===== src/rtl/irq_ctrl.sv =====
// Interrupt controller: synchronises and latches NUM_IRQ request lines, picks the lowest pending id and drives one CPU request.
// Optional macro IRQ_CTRL_NEST_EN allows preemption by strictly higher-priority requests.
module irq_ctrl #(
  parameter int              NUM_IRQ   = 8,
  parameter int              AW        = 16,
  parameter logic [AW-1:0]   VEC_RST   = 'h900,
  parameter int              VEC_SHIFT = 4
) (
  input  logic               i_clk,
  input  logic               i_rst_n,
  input  logic [NUM_IRQ-1:0] i_irq_in,
  input  logic [2:0]         i_reg_addr,
  input  logic               i_reg_ren,
  input  logic               i_reg_wen,
  input  logic [15:0]        i_reg_wdata,
  output logic [15:0]        o_reg_rdata,
  output logic               o_irq_out,
  output logic [AW-1:0]      o_irq_vec,
  input  logic               i_irq_ack,
  input  logic               i_irq_eoi
);

  localparam logic [2:0] A_PENDING = 3'd0;
  localparam logic [2:0] A_MASK    = 3'd1;
  localparam logic [2:0] A_EDGE    = 3'd2;
  localparam logic [2:0] A_CURRENT = 3'd3;
  localparam logic [2:0] A_VECBASE = 3'd4;

  logic [NUM_IRQ-1:0] r_sync1;
  logic [NUM_IRQ-1:0] r_sync2;
  logic [NUM_IRQ-1:0] r_sync_d;
  logic [NUM_IRQ-1:0] r_pending;
  logic [NUM_IRQ-1:0] r_mask;
  logic [NUM_IRQ-1:0] r_edge;
  logic [NUM_IRQ-1:0] r_insvc;
  logic [AW-1:0]      r_vec_base;
  logic [15:0]        r_rdata;
  logic               r_irq_out;

  logic [NUM_IRQ-1:0] w_req;
  logic               w_any;
  logic [3:0]         w_win;
  logic               w_insvc_any;
  logic [3:0]         w_cur_id;
  logic               w_ack;
  logic               w_eoi;
  logic [NUM_IRQ-1:0] w_win_oh;
  logic [NUM_IRQ-1:0] w_eoi_oh;
  logic [NUM_IRQ-1:0] w_rise;
  logic [NUM_IRQ-1:0] w_w1c;
  logic [NUM_IRQ-1:0] w_pending_nxt;
  logic [NUM_IRQ-1:0] w_insvc_nxt;
  logic               w_raise;
  logic [15:0]        w_rd_dat;

  assign w_req       = r_pending & r_mask;
  assign w_any       = |w_req;
  assign w_insvc_any = |r_insvc;

  // Scanning from the top down leaves the lowest set index as the result.
  always_comb begin
    w_win = '0;
    for (int i = NUM_IRQ - 1; i >= 0; i--) begin
      if (w_req[i]) w_win = 4'(i);
    end
  end

  always_comb begin
    w_cur_id = '0;
    for (int i = NUM_IRQ - 1; i >= 0; i--) begin
      if (r_insvc[i]) w_cur_id = 4'(i);
    end
  end

  assign w_ack = r_irq_out && i_irq_ack && w_any;
  assign w_eoi = i_irq_eoi && w_insvc_any;

  always_comb begin
    w_win_oh = '0;
    w_eoi_oh = '0;
    for (int i = 0; i < NUM_IRQ; i++) begin
      w_win_oh[i] = w_ack && (w_win == 4'(i));
      w_eoi_oh[i] = w_eoi && (w_cur_id == 4'(i));
    end
  end

  assign w_rise = r_sync2 & ~r_sync_d;
  assign w_w1c  = (i_reg_wen && (i_reg_addr == A_PENDING)) ? i_reg_wdata[NUM_IRQ-1:0] : '0;

  // Edge lines: a fresh rising edge beats any clear in the same cycle; level lines mirror the synced input.
  assign w_pending_nxt = (r_edge & ((r_pending & ~(w_w1c | w_win_oh)) | w_rise))
                       | (~r_edge & r_sync2);

  // EOI retires the current level before the ack pushes the new one.
  assign w_insvc_nxt = (r_insvc & ~w_eoi_oh) | w_win_oh;

`ifdef IRQ_CTRL_NEST_EN
  assign w_raise = w_any && (!w_insvc_any || (w_win < w_cur_id));
`else
  assign w_raise = w_any && !w_insvc_any;
`endif

  assign o_irq_vec = r_vec_base + (AW'(w_win) << VEC_SHIFT);

  always_comb begin
    w_rd_dat = '0;
    case (i_reg_addr)
      A_PENDING: w_rd_dat = 16'(r_pending);
      A_MASK:    w_rd_dat = 16'(r_mask);
      A_EDGE:    w_rd_dat = 16'(r_edge);
      A_CURRENT: w_rd_dat = w_insvc_any ? 16'(w_cur_id) : 16'hFFFF;
      A_VECBASE: w_rd_dat = 16'(r_vec_base);
      default:   w_rd_dat = '0;
    endcase
  end

  always_ff @(posedge i_clk or negedge i_rst_n) begin
    if (!i_rst_n) begin
      r_sync1    <= '0;
      r_sync2    <= '0;
      r_sync_d   <= '0;
      r_pending  <= '0;
      r_mask     <= '0;
      r_edge     <= '0;
      r_insvc    <= '0;
      r_vec_base <= VEC_RST;
      r_rdata    <= '0;
      r_irq_out  <= 1'b0;
    end else begin
      r_sync1   <= i_irq_in;
      r_sync2   <= r_sync1;
      r_sync_d  <= r_sync2;
      r_pending <= w_pending_nxt;
      r_insvc   <= w_insvc_nxt;
      r_irq_out <= w_raise && !w_ack;
      if (i_reg_wen) begin
        case (i_reg_addr)
          A_MASK:    r_mask     <= i_reg_wdata[NUM_IRQ-1:0];
          A_EDGE:    r_edge     <= i_reg_wdata[NUM_IRQ-1:0];
          A_VECBASE: r_vec_base <= AW'(i_reg_wdata);
          default:   ;
        endcase
      end
      if (i_reg_ren) r_rdata <= w_rd_dat;
    end
  end

  assign o_reg_rdata = r_rdata;
  assign o_irq_out   = r_irq_out;

endmodule


===== config.mk =====
export PLATFORM = sky130hd
export DESIGN_NAME = irq_ctrl
export DESIGN_NICKNAME = d
export VERILOG_FILES = /design/src/rtl/irq_ctrl.sv
export SDC_FILE = /design/constraint.sdc
export NUM_CORES = 1
export LEC_CHECK = 0
export ABC_CLOCK_PERIOD_IN_PS = 2850
export BUFFER_PORTS_ARGS = -buffer_cell sky130_fd_sc_hd__buf_4
export CORE_MARGIN = 2
export CORE_UTILIZATION = 50
export CTS_CLUSTER_SIZE = 8
export DETAILED_ROUTE_END_ITERATION = 10
export HOLD_SLACK_MARGIN = 0.1
export PLACE_DENSITY_LB_ADDON = 0.08
export SETUP_SLACK_MARGIN = 0.2
export SLEW_MARGIN = 5
export SYNTH_ARGS = -nofsm -noshare
export SYNTH_HDL_FRONTEND = slang
export SYNTH_SLANG_ARGS = --single-unit

===== constraint.sdc =====
create_clock -name i_clk -period 2.85 [get_ports i_clk]
set_input_delay 0.57 -clock i_clk [delete_from_list [all_inputs] [get_ports i_clk]]
set_output_delay 0.57 -clock i_clk [all_outputs]
set_load 0.02 [all_outputs]

---- Word-level counts from Yosys, hierarchy flattened ----
Index checks and enable logic that the tools add are counted.
operators by class
  add/subtract/negate cells ............... 1
  equality and inequality tests ........... 18
  muxes and demuxes ....................... 19
  reductions and logical operators ........ 32
  bitwise operators ....................... 14
operators by type and width
  cell                                            count
  one-hot mux 16 bit (5 select lines)             1
  AND 8 bit                                       6
  2-to-1 mux 4 bit                                12
  == test 4 x 3 -> 1 bit (second input constant)  8
  inverter 8 bit                                  4
  OR 8 bit                                        4
  logical AND 1 bit                               22
  adder 16 x 8 -> 16 bit                          1
  == test 4 x 2 -> 1 bit (second input constant)  4
  2-to-1 mux 16 bit                               1
  OR reduction 8 bit                              2
  2-to-1 mux 3 bit                                4
  == test 4 x 1 -> 1 bit (second input constant)  2
  zero test 4 bit                                 2
  2-to-1 mux 8 bit                                1
  == test 3 x 2 -> 1 bit (second input constant)  2
  AND reduction 2 bit                             3
  == test 3 x 1 -> 1 bit (second input constant)  1
  == test 3 bit (second input constant)           1
  zero test 3 bit                                 1
  zero test 1 bit                                 2
storage, ports and cells
  input bits .............................. 33
  flip-flop bits (word level) ............. 89

---- Logic depth before layout (Yosys ltp) ----
  depth after elaboration ................. 17
  depth in mapped cells ................... 11
  depth with buffers taken out ............ 11

---- Worst setup path before layout ----
Ideal clock, no wire load.
  kind .................................... register -> output
  from .................................... reg r_mask[2]
  to ...................................... out o_irq_vec[14]
  data arrival time ....................... 2.471 ns
  cell stages (with the launch flop) ...... 12
  buffers on the path ..................... 0
  slack ................................... -0.191 ns
  cells stage by stage .................... dfrtp_1 -> a22o_1 -> a31oi_1 -> a21oi_1 -> inv_1 -> ha_1 -> inv_1 -> fa_1 -> nor2b_1 -> o21a_1 -> nand3_1 -> xnor2_1
on the way
  longest elaborated chain between the ends .. 5
RTL lines
  what                            RTL line  text
  from (decl)                     33        logic [NUM_IRQ-1:0] r_mask;
  from (signal assigned)          138       A_MASK: r_mask <= i_reg_wdata[NUM_IRQ-1:0];
  AND 8 bit                       56        assign w_req = r_pending & r_mask;
  2-to-1 mux 4 bit (3 in series)  64        if (w_req[i]) w_win = 4'(i);
  adder 16 x 8 -> 16 bit          103       assign o_irq_vec = r_vec_base + (AW'(w_win) << VEC_SHIFT);
  to (decl)                       18        output logic [AW-1:0] o_irq_vec,
No other way between the ends.

---- Worst setup path in the final report ----
  from .................................... reg r_mask[6]
  to ...................................... out o_irq_vec[12]
on the way
  longest elaborated chain between the ends .. 9
RTL lines
  what                            RTL line
  AND 8 bit                       56
  2-to-1 mux 3 bit (2 in series)  64
  2-to-1 mux 4 bit (5 in series)  64
  adder 16 x 8 -> 16 bit          103
No other way between the ends.

==> metrics.csv <==
stage,metric,value,unit
outcome,status,"complete, but fails checks",
outcome,violated checks,setup timing,
floorplanning,Die W,95.5,um
detailed_routing,Remaining DRCs,0,
pwr,power density over cell area,818,nW/um^2
layout,# nets final,500,
detailed_routing,DR vias,3238,
global_route,GRT Total Usage,24.6,%
clocking,htree depth,3,
yosys,Cells after Synth,367,
worst_setup_path,Worst EP arrival,2600,ps
clocking,clk sinks,89,
floorplanning,Initial Util,51.1,%
min_path,worst hold path type,input pin to flop,
layout,Synth-to-Final Area Change,30.6,%
sta,Fin. Hold Viols,0,
detailed_routing,DRT iter0 DRCs,235,
placement,placed inst area,4940,sq um
detailed_routing,1st-pass router iterations,4,
layout,Layout Cells excl Fill,573,
worst_setup_path,"Req. time, crit path",2280,ps
pwr,LEAKAGE,0.00246,uW
global_route,GR Util met1,34.8,%
sta,post-route minimum period,3170,ps
sta,"Setup violations, final",10,
pwr,Flop pwr share,38.5,%
yosys,Post-synth ARST share,100,%
yosys,ranking of synthesized cells by area,"dfrtp_1 52%, mux2_2 8.6%, nand2_1 3.4%",
sta,clock skew,10.4,ps
yosys,sequential area share after synthesis,53.3,%
worst_setup_path,critical path type,flop to output pin,
global_route,met2 Use GR,39.8,%
pwr,peak supply drop,0.414,mV
layout,Reg area,2230,sq um
yosys,post-synth top area cell,dfrtp_1,
sta,final setup margin,-322,ps
placement,dpl cells,543,
pwr,Power Internal,2940,uW
layout,post-layout util,66.8,%
worst_setup_path,crit path max fanout,3,
yosys,Post-Synth Simple-Gate Area,13.8,%
detailed_routing,Final ANT Viol Nets,0,
sta,"Slew Viols, Final",0,
yosys,top cell type's share of synthesized area,52.1,%
placement,DP HPWL,7400,um
layout,fill count,665,
global_route,initial antenna violation count,0,
sta,crit share post-route,111,%
global_route,Congestion Overflow GR,0,
yosys,"FF+latch count, synth",89,
global_route,busiest layer in global routing,met2,
sta,Max Clk Rate,315,MHz
pwr,Clk pwr share,24.2,%
run,Max-Cap Viols,0,
pwr,switching share of total power,34.1,%
sta,Slew @ Worst Pin,722,ps
placement,Port Buffers,65,
sta,relative max-transition margin,51.6,%
yosys,largest family of logic cells by synthesized area,compound AO/OA/AOI/OAI gates,
pwr,P_sw,1520,uW
placement,gpl congestion,0.909,
pwr,Logic pwr share,37.3,%
floorplanning,die area,9110,sq um
floorplanning,I/O pins,66,
yosys,cell area after synthesis,4180,sq um
layout,footprint of the multi-input gates,1970,sq um
pwr,Power Total,4470,uW
yosys,Synth Area in Compound Gates,14.1,%
detailed_routing,wire per inst,18.7,um
global_route,GR Util met3,3.08,%
floorplanning,Die Height,95.5,um
yosys,"Top FF cell, synth",dfrtp_1,
sta,RSZ-0062 raised after global routing,true,
yosys,Synth Area in XOR/XNOR,2.09,%
yosys,Yosys cell types,62,
clocking,Clock Latency Late Sink,360,ps
clocking,"CTS clk-pin slew, worst paths",90,ps
detailed_routing,via/cell ratio,5.65,
global_route,vias in the first global route,3179,
floorplanning,CORE AREA,8180,sq um
clocking,CTS tree,yes,
worst_setup_path,CP Capture Type,output pin,
yosys,syn_nets,404,
yosys,"EDFF count, synth",0,
layout,diodes inserted,0,
clocking,clk buf depth,2,
yosys,"Avg Cell Area, Syn",11.4,sq um
sta,Fin Setup TNS,-2480,ps
yosys,"count leader, synth",dfrtp_1,
layout,ratio of cells with drive above 1 in the final layout,43.2,%
floorplanning,num rows,33,
worst_setup_path,CP Launch Type,flop,
global_route,largest net degree at the start of global routing,53,
clocking,CTS Buf Count,9,
yosys,Synth Area in Adders,1.38,%
yosys,synth cell count leaders,"87 x dfrtp_1, 38 x nand2_1, 32 x mux2_2",
yosys,Yosys Warn Count,0,
clocking,Root Buffer,clkbuf_8,
detailed_routing,final wirelength,10700,um
global_route,first-pass GRT wire length,16700,um
layout,post-route cell area,5460,sq um
yosys,post-synthesis mux area share,10.3,%
logic make-up (layout without fill, tap and decap cells):
kind of cell | count (synthesis) | count (layout)
multiplexers | 39 | 39
flip-flops | 89 | 89
AND/OR/NAND/NOR | 102 | 102
buffers and inverters | 33 | 134
XOR/XNOR | 10 | 10
AO/OA/AOI/OAI | 90 | 90
adder cells (fa/ha/maj) | 4 | 4
placed cells by master (no fill, tap or decap), drive strengths merged, types with 4 or more instances in the layout:
master / n
buf: 101
dfrtp: 87
nand2: 38
mux2: 32
a21oi: 28
inv: 17
nor2: 15
o21ai: 13
o22ai: 10
clkbuf: 10
nand3: 10
mux2i: 7
a31oi: 7
nor2b: 6
nand2b: 5
o221ai: 5
a21o: 5
nor3: 5
xor2: 5
xnor2: 5
a21boi: 4
and2: 4
worst max-delay path: stages, from the launching register on:
cell      delay (ps)
dfrtp_1          390
and2_4           170
o211ai_1         240
a21oi_2          110
inv_2             80
ha_4             130
inv_2             30
fa_2             360
nor2b_4          150
o21a_4           170
nand3_2          130
xnor2_4          150
buf_6            140
power by group through the flow:
stage	clock network [uW]	logic, uW	registers, uW
floorplan	0	829	1740
global placement	0	1400	1720
detailed placement	0	1410	1730
CTS	1080	1490	1710
global route	1140	1800	1740
finish	1080	1670	1720
stage by stage:
step	hold slack (ps)	worst slack, ps
global placement	333	-4.31
CTS	307	-361
global route	297	-443
finish	315	-322
floorplan	274	33.6
detailed placement	336	-66.8
sequential cells by signal, summed over array words and instances (netlist names), 8 cells and up:
register	cells
r_insvc	8
o_reg_rdata	16
r_pending	8
r_sync2	8
r_sync_d	8
r_mask	8
r_edge	8
r_vec_base	16
r_sync1	8
path summary, 6_finish.rpt:
check | start | endpoint | slack [ps] | cells past startpoint
max | r_mask[6]$_DFFE_PN0P_ | o_irq_vec[12] | -320 | 12
max in group asynchronous | i_rst_n | r_insvc[6]$_DFF_PN0_ | 1640 | 3
min | i_irq_in[0] | r_sync1[0]$_DFF_PN0_ | 310 | 1
max reg2reg | r_insvc[0]$_DFF_PN0_ | o_reg_rdata[5]$_DFFE_PN0P_ | 880 | 4
min in group asynchronous | i_rst_n | r_vec_base[14]$_DFFE_PN0P_ | 640 | 2
min reg2reg | r_sync1[5]$_DFF_PN0_ | r_sync2[5]$_DFF_PN0_ | 350 | 0
area by class of cell:
cell class	instances	share of cell area, %
flip-flops and latches	89	40.8
clock inverters	6	2.09
repair buffers	102	14.9
inverters	16	1.10
multi-input cells	245	36.1
well taps	105	2.41
clock buffers	10	2.52
timing repair:
item                                    CTS  global route
endpoints found under the setup margin   11            11
buffers inserted                          3            10
gates resized for setup                  10            29
pin swaps                                 7            15
endpoints found under the hold margin    14             0
hold buffers                              1             0
metal layers:
| layer | routed length (um) | share of wire [%] |
|---|---|---|
| met1 | 4860 | 45 |
| met2 | 5180 | 48 |
| met3 | 457 | 4.3 |
| met4 | 223 | 2.1 |
| met5 | 0 | 0 |
No activity file was read; power rests on OpenSTA's default activity.
